$ cat src/rtl/frame_buffer_pkg.sv
// Shared types and constants for the frame buffer write controller.
// Define FBC_DOUBLE_BUFFER_EN to split the store into two ping-pong regions.
package frame_buffer_pkg;

    localparam int PIX_W    = 16;
    localparam int CAPACITY = 75 * 4096;

`ifdef FBC_DOUBLE_BUFFER_EN
    localparam bit DOUBLE_BUF = 1'b1;
    localparam int REGION     = CAPACITY / 2;
`else
    localparam bit DOUBLE_BUF = 1'b0;
    localparam int REGION     = CAPACITY;
`endif

    typedef enum logic [1:0] {
        IDLE     = 2'd0,
        WAIT_SOF = 2'd1,
        CAPTURE  = 2'd2,
        DONE     = 2'd3
    } fbc_state_t;

endpackage

$ cat src/rtl/frame_buffer_wr_ctrl_addr_gen.sv
// Pixel counter, frame-size compare, write-base ping-pong and BRAM address register.
// The base toggles only when the package enables double buffering (FBC_DOUBLE_BUFFER_EN).
module fb_addr_gen
    import frame_buffer_pkg::*;
#(
    parameter int          ADDR_W       = 32,
    parameter logic [31:0] REGION_WORDS = 32'(REGION)
) (
    input  logic              clk,
    input  logic              resetn,
    input  logic              load,
    input  logic [31:0]       total_new,
    input  logic              pop,
    input  logic              advance,
    output logic              below,
    output logic              last_pop,
    output logic [ADDR_W-1:0] wr_base,
    output logic [ADDR_W-1:0] addr
);

    logic [31:0] pix_cnt;
    logic [31:0] total;

    always_ff @(posedge clk) begin
        if (!resetn) begin
            pix_cnt <= '0;
            total   <= '0;
            wr_base <= '0;
            addr    <= '0;
        end else begin
            // A restart wins over the pop on the same edge; that pop is still written.
            if (load) begin
                pix_cnt <= '0;
                total   <= total_new;
            end else if (pop) begin
                pix_cnt <= pix_cnt + 32'd1;
            end
            if (pop) begin
                addr <= wr_base + ADDR_W'(pix_cnt);
            end
            if (advance && DOUBLE_BUF) begin
                wr_base <= (wr_base == '0) ? ADDR_W'(REGION_WORDS) : '0;
            end
        end
    end

    assign below    = (pix_cnt < total);
    assign last_pop = pop && ((pix_cnt + 32'd1) == total);

endmodule

$ cat src/rtl/frame_buffer_wr_ctrl.sv
// Camera frame buffer write scheduler: FIFO pixels -> linear BRAM addresses, per SOF/EOF frame.
// With FBC_DOUBLE_BUFFER_EN the completed frame's region is published while the other is filled.
module frame_buffer_wr_ctrl
    import frame_buffer_pkg::*;
#(
    parameter int DATA_WIDTH_FIFO   = 16,
    parameter int BRAM_ADDR_WIDTH   = 32,
    parameter int BRAM_DATA_WIDTH   = 16,
    parameter int BRAM_NUMBER_BLOCK = 75,
    parameter int BRAM_DEPTH_SIZE   = 4096
) (
    input  logic                       clk_i,
    input  logic                       resetn_i,
    input  logic                       enable_i,
    input  logic [15:0]                resolution_width_i,
    input  logic [15:0]                resolution_depth_i,
    input  logic                       frame_start_i,
    input  logic                       frame_end_i,
    input  logic                       fifo_empty_i,
    input  logic [DATA_WIDTH_FIFO-1:0] fifo_rd_data_i,
    output logic                       fifo_rd_en_o,
    output logic                       bram_we_o,
    output logic [BRAM_ADDR_WIDTH-1:0] bram_addr_o,
    output logic [BRAM_DATA_WIDTH-1:0] bram_wdata_o,
    output logic                       frame_done_o,
    output logic                       frame_error_o,
    output logic                       busy_o,
    output logic [BRAM_ADDR_WIDTH-1:0] rd_base_o,
    output fbc_state_t                 state_o
);

    localparam logic [31:0] CAP_WORDS    = 32'(BRAM_NUMBER_BLOCK * BRAM_DEPTH_SIZE);
    localparam logic [31:0] REGION_WORDS = DOUBLE_BUF ? (CAP_WORDS / 32'd2) : CAP_WORDS;

    fbc_state_t                 state, state_next;
    logic                       rd_en, cap_pop, load, err_set, advance;
    logic                       below, last_pop;
    logic [31:0]                total_now;
    logic                       cfg_ok;
    logic [BRAM_ADDR_WIDTH-1:0] wr_base;

    assign total_now = 32'(resolution_width_i) * 32'(resolution_depth_i);
    assign cfg_ok    = (total_now != 32'd0) && (total_now <= REGION_WORDS);

    fb_addr_gen #(
        .ADDR_W       (BRAM_ADDR_WIDTH),
        .REGION_WORDS (REGION_WORDS)
    ) u_addr_gen (
        .clk       (clk_i),
        .resetn    (resetn_i),
        .load      (load),
        .total_new (total_now),
        .pop       (cap_pop),
        .advance   (advance),
        .below     (below),
        .last_pop  (last_pop),
        .wr_base   (wr_base),
        .addr      (bram_addr_o)
    );

    always_ff @(posedge clk_i) begin
        if (!resetn_i) begin
            state <= IDLE;
        end else begin
            state <= state_next;
        end
    end

    always_comb begin
        state_next = state;
        rd_en      = 1'b0;
        cap_pop    = 1'b0;
        load       = 1'b0;
        err_set    = 1'b0;
        advance    = 1'b0;
        case (state)
            IDLE: begin
                state_next = WAIT_SOF;
            end
            WAIT_SOF: begin
                // Leftover pixels from a long frame are drained here without writing.
                rd_en = !fifo_empty_i;
                if (frame_start_i) begin
                    if (cfg_ok) begin
                        load       = 1'b1;
                        state_next = CAPTURE;
                    end else begin
                        err_set = 1'b1;
                    end
                end
            end
            CAPTURE: begin
                rd_en   = !fifo_empty_i && below;
                cap_pop = rd_en;
                // The pop on this edge counts first, so a completing pop beats SOF/EOF.
                if (cap_pop && last_pop) begin
                    state_next = DONE;
                end else if (frame_start_i) begin
                    err_set = 1'b1;
                    if (cfg_ok) begin
                        load = 1'b1;
                    end else begin
                        state_next = WAIT_SOF;
                    end
                end else if (frame_end_i) begin
                    err_set    = 1'b1;
                    state_next = WAIT_SOF;
                end
            end
            DONE: begin
                advance    = 1'b1;
                state_next = WAIT_SOF;
            end
            default: begin
                state_next = IDLE;
            end
        endcase
        if (!enable_i || !resetn_i) begin
            state_next = IDLE;
            rd_en      = 1'b0;
            cap_pop    = 1'b0;
            load       = 1'b0;
            err_set    = 1'b0;
            advance    = 1'b0;
        end
    end

    always_ff @(posedge clk_i) begin
        if (!resetn_i) begin
            bram_we_o     <= 1'b0;
            bram_wdata_o  <= '0;
            frame_error_o <= 1'b0;
            rd_base_o     <= '0;
        end else begin
            bram_we_o     <= cap_pop;
            frame_error_o <= err_set;
            if (cap_pop) begin
                bram_wdata_o <= fifo_rd_data_i;
            end
            if (advance) begin
                rd_base_o <= wr_base;
            end
        end
    end

    assign fifo_rd_en_o = rd_en;
    assign frame_done_o = (state == DONE);
    assign busy_o       = (state == CAPTURE);
    assign state_o      = state;

endmodule
$ cat config.mk
export PLATFORM = sky130hd
export DESIGN_NAME = frame_buffer_wr_ctrl
export DESIGN_NICKNAME = d
export VERILOG_FILES = /design/src/rtl/frame_buffer_pkg.sv /design/src/rtl/frame_buffer_wr_ctrl_addr_gen.sv /design/src/rtl/frame_buffer_wr_ctrl.sv
export SDC_FILE = /design/constraint.sdc
export NUM_CORES = 1
export LEC_CHECK = 0
export CAP_MARGIN = 20
export CELL_PAD_IN_SITES_DETAIL_PLACEMENT = 0
export CELL_PAD_IN_SITES_GLOBAL_PLACEMENT = 1
export CORE_UTILIZATION = 37
export CTS_CLUSTER_DIAMETER = 150
export DETAILED_ROUTE_END_ITERATION = 8
export PLACE_DENSITY_LB_ADDON = 0.1
export SETUP_SLACK_MARGIN = 0.15
export SLEW_MARGIN = 0
export SYNTH_ARGS = -nofsm -noshare
export SYNTH_HDL_FRONTEND = slang
export SYNTH_HIERARCHICAL = 1
export SYNTH_SLANG_ARGS = --single-unit
$ cat constraint.sdc
create_clock -name clk_i -period 7.8 [get_ports clk_i]
set_input_delay 1.17 -clock clk_i [delete_from_list [all_inputs] [get_ports clk_i]]
set_output_delay 1.17 -clock clk_i [all_outputs]
set_load 0.005 [all_outputs]
After elaboration in Yosys (flattened, before gate mapping). Cells that the tools add are included.

Reduce and logical (&&, ||, !) cells: 14. Shift-type cells: 0. Add/subtract/negate cells: 1. Bitwise operators: 1. $mul: 1. Div/mod/pow operators: 0. Order comparisons: 2. Equality and inequality tests: 8. Mux-type cells: 22.

Operators with widths (number): adder 32 x 1 -> 32 bit, second input constant (1); == test 32 bit (1); less-or-equal comparator 32 x 19 -> 1 bit, second input constant (1); < comparator 32 bit (1); multiplier 16 x 16 -> 32 bit (1); nonzero test 32 bit (1); two-way mux 1 bit (12); two-way mux 2 bit (6); inequality test 4 x 3 -> 1 bit, second input constant (2); one-hot mux 1 bit (2 select lines) (3); one-hot mux 2 bit (3 select lines) (1); OR reduction 2 bit (3); == test 2 bit, second input constant (2); logical AND 1 bit (4); inequality test 2 bit, second input constant (2); AND reduction 4 bit (1); logical NOT 1 bit (3); == test 2 x 1 -> 1 bit, second input constant (1); logical NOT 2 bit (1); logical OR 1 bit (1); inverter 1 bit (1).

Bits in read-only memories: 0. Register bits: 116. Word-level logic and storage cells: 56. Output and inout port bits: 87. Latch bits: 0. RAM bits: 0. Memories: 0. Bits of input ports: 54.

Longest topological paths before layout.
Word-level depth: 10. Mapped depth: 29. Mapped depth without buffers: 25.

By module. Netlist, hierarchy kept.

Modules (own cells, without submodules): frame_buffer_wr_ctrl (area each 11104.4 µm², cells an instance 1347, seq. area each 1041.0 µm², times used 1); fb_addr_gen (area each 5831.8 µm², cells an instance 658, seq. area each 1921.8 µm², times used 1).

Worst setup path before layout. OpenSTA, ideal clock, no wires.

Path type: input -> register. Start point: input resolution_depth_i[1]. End point: register u_addr_gen.total[10]. Stages: 25. Library setup time: 117 ps. Path buffers: 4. Arrival time: 8031 ps. Path slack: -348 ps. Path through: clkbuf_1 -> nand2_1 -> fa_1 -> fa_1 -> fa_1 -> fa_1 -> inv_1 -> fa_1 -> inv_1 -> fa_1 -> inv_1 -> ha_1 -> buf_1 -> nand4_1 -> o221a_2 -> a2111oi_0 -> nor2_1 -> xnor2_1 -> nor4b_1 -> nand4b_1 -> nor3_1 -> clkbuf_1 -> buf_1 -> mux2i_1 -> nor2b_1.

Cells in the longest elaborated chain, start to end: 8. Elaborated cells on any way between the ends: 9. Classes of those cells: mul (1); order compare (1); mux (5); reduce/logical (2).

Ends and longest elaborated chain: start, declared (RTL line frame_buffer_wr_ctrl.sv:16) `input logic [15:0] resolution_depth_i,`; multiplier 16 x 16 -> 32 bit (*) (RTL line frame_buffer_wr_ctrl.sv:42) `assign total_now = 32'(resolution_width_i) * 32'(resolution_depth_i);`; via total_now[22] (RTL line frame_buffer_wr_ctrl.sv:38) `logic [31:0] total_now;`; less-or-equal comparator 32 x 19 -> 1 bit / nonzero test 32 bit (equally long branches) (RTL line frame_buffer_wr_ctrl.sv:43) `assign cfg_ok = (total_now != 32'd0) && (total_now <= REGION_WORDS);`; logical AND 1 bit (*) (RTL line frame_buffer_wr_ctrl.sv:43); two-way mux 1 bit (*) (RTL line frame_buffer_wr_ctrl.sv:84, frame_buffer_wr_ctrl.sv:100); two-way mux 1 bit (*) (RTL line frame_buffer_wr_ctrl.sv:83) `if (frame_start_i) begin`; two-way mux 1 bit (RTL line frame_buffer_wr_ctrl.sv:96) `if (cap_pop && last_pop) begin`; one-hot mux 1 bit (2 select lines) (*) (RTL line frame_buffer_wr_ctrl.sv:76) `case (state)`; two-way mux 1 bit (*) (RTL line frame_buffer_wr_ctrl.sv:118) `if (!enable_i || !resetn_i) begin`; via load (RTL line frame_buffer_wr_ctrl.sv:36) `logic rd_en, cap_pop, load, err_set, advance;`; end signal, assigned (RTL line frame_buffer_wr_ctrl_addr_gen.sv:34) `total <= total_new;`; end, declared (RTL line frame_buffer_wr_ctrl_addr_gen.sv:22) `logic [31:0] total;`.

The timed path passes the listed nets; every way through them passes the cells marked *. A chain may end at the register's enable or synchronous reset.

Worst setup path after layout.
Start point: input resolution_depth_i[4]. End point: register u_addr_gen.pix_cnt[12].

Cells in the longest elaborated chain, start to end: 9. Elaborated cells on any way between the ends: 10. Classes of those cells: mul (1); order compare (1); mux (5); reduce/logical (3).

Ends and longest elaborated chain: multiplier 16 x 16 -> 32 bit (*) (RTL line frame_buffer_wr_ctrl.sv:42); via total_now[23] (RTL line frame_buffer_wr_ctrl.sv:38); less-or-equal comparator 32 x 19 -> 1 bit / nonzero test 32 bit (equally long branches) (RTL line frame_buffer_wr_ctrl.sv:43); logical AND 1 bit (*) (RTL line frame_buffer_wr_ctrl.sv:43); two-way mux 1 bit (*) (RTL line frame_buffer_wr_ctrl.sv:84, frame_buffer_wr_ctrl.sv:100); two-way mux 1 bit (*) (RTL line frame_buffer_wr_ctrl.sv:83); two-way mux 1 bit (RTL line frame_buffer_wr_ctrl.sv:96); one-hot mux 1 bit (2 select lines) (*) (RTL line frame_buffer_wr_ctrl.sv:76); two-way mux 1 bit (*) (RTL line frame_buffer_wr_ctrl.sv:118); via load (RTL line frame_buffer_wr_ctrl.sv:36); OR reduction 2 bit (no source line) (*); end signal, assigned (RTL line frame_buffer_wr_ctrl_addr_gen.sv:36) `pix_cnt <= pix_cnt + 32'd1;`; end, declared (RTL line frame_buffer_wr_ctrl_addr_gen.sv:21) `logic [31:0] pix_cnt;`.

Marked as above.

==> summary.txt <==
STA
  • Fin crit share: 0.956
  • Worst-Margin Slew: 0.924 ns
  • Hold Slack: 0.458 ns
  • Slew Viols, Final: 0
  • Fin worst setup slack: 0.341 ns
  • # setup viols final: 0
  • Setup TNS: 0 ns
  • Max Fclk: 134 MHz
  • Skew final: 0.0142 ns
  • Rel. slew slack: 0.384
  • Final hold violations: 0
  • RSZ-0062 raised after global routing: yes
  • Min Clock Period, post-route: 7.46 ns

Clock network
  • TritonCTS Buffers: 17
  • Worst-path clk slew: 0.06 ns
  • Largest buffer count on any clock path: 2
  • # hold bufs at CTS: 0
  • Clock root cell: clkbuf_16
  • H-tree depth: 4
  • TritonCTS clock tree: built
  • Skew-Pair Late Insertion Delay: roughly 0.44 ns
  • CTS Sinks: 148

Logic synthesis
  • Ys flop type: dfxtp_1
  • Synth top area share: 0.229
  • Synth Area per Inst: approximately 8.4 sq um
  • Cell Area, Synth: 16900 sq um
  • Async S/R FF share, synth: 0
  • Yosys warning count: 6
  • Top area cells in the synthesized netlist: fa_1 23%, dfxtp_1 17%, ha_1 10%, nand2_1 6.4%, inv_1 6.2%
  • Dominant cell type by area after synthesis: fa_1
  • #FFs+latches synth: 148
  • Synth cell types: 72
  • Sequential area share after synthesis: 0.175
  • Post-synth EDFFs: 0
  • Syn Inst Count: 2005

Global route
  • Vias in the first global route: 14510
  • Pin count of the biggest net entering global routing: 115
  • Global route total overflow: 0
  • Initial antenna violation count: 0
  • GR Util All Layers: 0.193
  • First-pass GRT wire length: 73.7 mm

Layout
  • Filler cells: 4508
  • Area of the multi-input gates: 12900 sq um
  • Design area: 21700 sq um
  • Diodes inserted: 0
  • Layout cell share with drive strength beyond 1: 0.165
  • P&R area growth vs syn: 28.0%
  • Register area: about 3000 sq um
  • Final net count: 2687

Status
  • Status: completed

Route
  • Drt initial violations: 560
  • DR pass1 iterations: 5
  • Vias post-DR: 14124
  • DRT Wirelength: around 44 mm
  • DRC Markers: 0
  • Routed wire per std cell: 15.0 um
  • Remaining antenna violation count: 0
  • Vias/cell: between 4 and 5

Setup path
  • CP top delay family: adder cells
  • Crit end category: register
  • RR Endpoint: u_addr_gen/pix_cnt[12]
  • Crit path buf inv count: 12
  • WS Path Type: primary input to register
  • CP Launch Type: primary input
  • Worst R2R Path Depth: 25
  • RR Startpoint: u_addr_gen/pix_cnt[3]
  • Worst path required time: 8.11 ns
  • CP peak stage delay: 0.56 ns
  • CP max-delay cell: fa_1
  • Max FO, Critical Path: 8
  • Crit path top cell by count: fa_1
  • Crit path DAT: 7.77 ns
  • Setup slack, reg-to-reg: 1.32 ns

Placement
  • Pre-CTS setup slack: -0.615 ns
  • Port Buffer Count: 140
  • HPWL Detailed: 34.8 mm
  • RePlAce Congestion: approximately 0.84
  • Area after DPL: 20100 sq um

Die
  • Initial Utilization: 0.374
  • Core Area: 45300 sq um
  • IO Pins: 141
  • Die height: 216 um
  • Die extent in x: 216 um
  • Die area: 46600 sq um
  • Site Rows: 78

Min path
  • Min-Delay Endpoint: bram_wdata_o[2]
  • HP Start: bram_wdata_o[2]
  • WHS Path Cells: 2
  • Worst Hold Class: register to register

Run
  • Max cap viols: 0
[cell families (layout without fill, tap and decap cells)]
kind of cell / Yosys count / in the layout / synth area share
adders and majority gates: 334 / 334 / 0.333
and+or+nand+nor: 724 / 724 / 0.221
other: 1 / 32 / 0.000221
muxes: 68 / 68 / 0.0402
buffers and inverters: 414 / 689 / 0.100
AOI/OAI and AO/OA: 222 / 222 / 0.0817
xor gates and xnor gates: 94 / 94 / 0.0491
DFF: 148 / 148 / 0.175
[metrics by stage]
stage / instances / util
after floorplan: 2036 / -
after global placement: 2837 / 0.445
after detailed placement: 2837 / 0.445
after CTS: 2891 / 0.470
after global routing: 2911 / 0.479
final: 2911 / 0.479
[layer usage]
layer | vias up | global-route usage | share of wire
li1 | 6948 | - | -
met4 | 0 | 0.0350 | 0.0081
met1 | 6915 | 0.269 | 0.48
met5 | - | 0 | 0
met3 | 25 | 0.0335 | 0.043
met2 | 236 | 0.316 | 0.47
[cells in the mapped netlist, drive strengths merged (13+ instances only)]
| library cell | number |
|---|---|
| nor3 | 23 |
| nand3 | 28 |
| and2 | 141 |
| a21o | 16 |
| ha | 140 |
| dfxtp | 148 |
| xnor2 | 48 |
| buf | 48 |
| and3 | 19 |
| clkbuf | 85 |
| nor2 | 67 |
| nand4 | 38 |
| or3 | 13 |
| nor4 | 13 |
| xor2 | 46 |
| mux2i | 68 |
| nand2 | 287 |
| o21ai | 77 |
| nor2b | 66 |
| inv | 281 |
| fa | 194 |
| a21oi | 55 |
[what timing repair did]
action                                  CTS  global route
endpoints found under the setup margin   67            67
resized for setup                        90           103
buffers inserted                         18            16
pin swaps                                36            32
cloned                                    5             3
[cells in the final DEF (no fill, tap or decap), types with 6 or more instances in the layout]
cell type	Yosys	layout
dfxtp_1	148	148
and3_1	18	17
nor2_1	67	51
nor2_4	0	7
inv_1	281	276
clkdlybuf4s50_1	0	108
nor2_2	0	9
nor4_1	9	8
a211oi_1	8	6
a31oi_1	8	7
ha_4	0	10
mux2i_1	68	67
o21ai_0	77	72
buf_6	1	29
a21oi_2	1	7
nand4_1	37	37
and2_1	141	136
a21oi_1	54	47
buf_12	0	11
conb_1	1	32
clkbuf_2	0	11
o211ai_1	10	10
or3_1	13	13
nand2_1	287	284
nor3_1	21	17
xnor2_1	47	46
xor2_1	46	44
ha_1	140	129
fa_1	194	189
buf_4	34	190
clkbuf_16	0	18
o21a_1	6	6
nand3_1	25	23
a21o_1	16	16
and4_1	7	6
dlymetal6s2s_1	0	18
nor2b_1	66	66
[final cells by class]
class | instances | share of cell area
multi-input cells | 1474 | 0.594
repair buffers | 377 | 0.162
flip-flops and latches | 148 | 0.137
inverters | 281 | 0.0486
well taps | 600 | 0.0346
clock buffers | 20 | 0.0206
clock inverters | 11 | 0.00375
[how the worst max path moves through the flow]
stage / start / slack [ns] / to / depth (start not counted)
floorplan: resolution_depth_i[1] / 0.16 / u_addr_gen/total[12] / 25
global placement: resolution_width_i[6] / -0.55 / u_addr_gen/total[0] / 26
detailed placement: resolution_width_i[5] / -0.62 / u_addr_gen/total[17] / 26
CTS: resolution_depth_i[7] / 0.14 / u_addr_gen/total[16] / 28
global route: resolution_depth_i[4] / 0.07 / u_addr_gen/pix_cnt[12] / 31
finish: resolution_depth_i[4] / 0.34 / u_addr_gen/pix_cnt[12] / 31
[worst register-to-register path, stage by stage, from the launching register on]
cell and delay, ns:
dfxtp_1 0.54, ha_1 0.31, a2111oi_0 0.38, a21oi_1 0.12, a211oi_1 0.29, o21ai_0 0.17
nand4_1 0.13, a2111oi_0 0.13, nor3_1 0.45, nand2_1 0.16, nor3_2 0.16, inv_1 0.20
nor4_1 0.31, nand4_1 0.22, nor4_1 0.39, nand4_1 0.13, nor4_1 0.42, and4_1 0.30
nand3b_1 0.13, and2_1 0.25, o21ai_0 0.45, nor3_4 0.07, buf_12 0.15, nand2b_4 0.23
buf_12 0.21, a21oi_2 0.11
[sequential cells by signal, indices dropped and copies added, names as in the netlist]
register and flops:
bram_wdata_o 16, rd_base_o 32, bram_we_o 1, frame_error_o 1, u_addr_gen/total 32, u_addr_gen/addr 32
u_addr_gen/pix_cnt 32, state_o 2
Power is not shown: default switching activity piles up to over one toggle a cycle in this logic, so the estimate is an artifact.
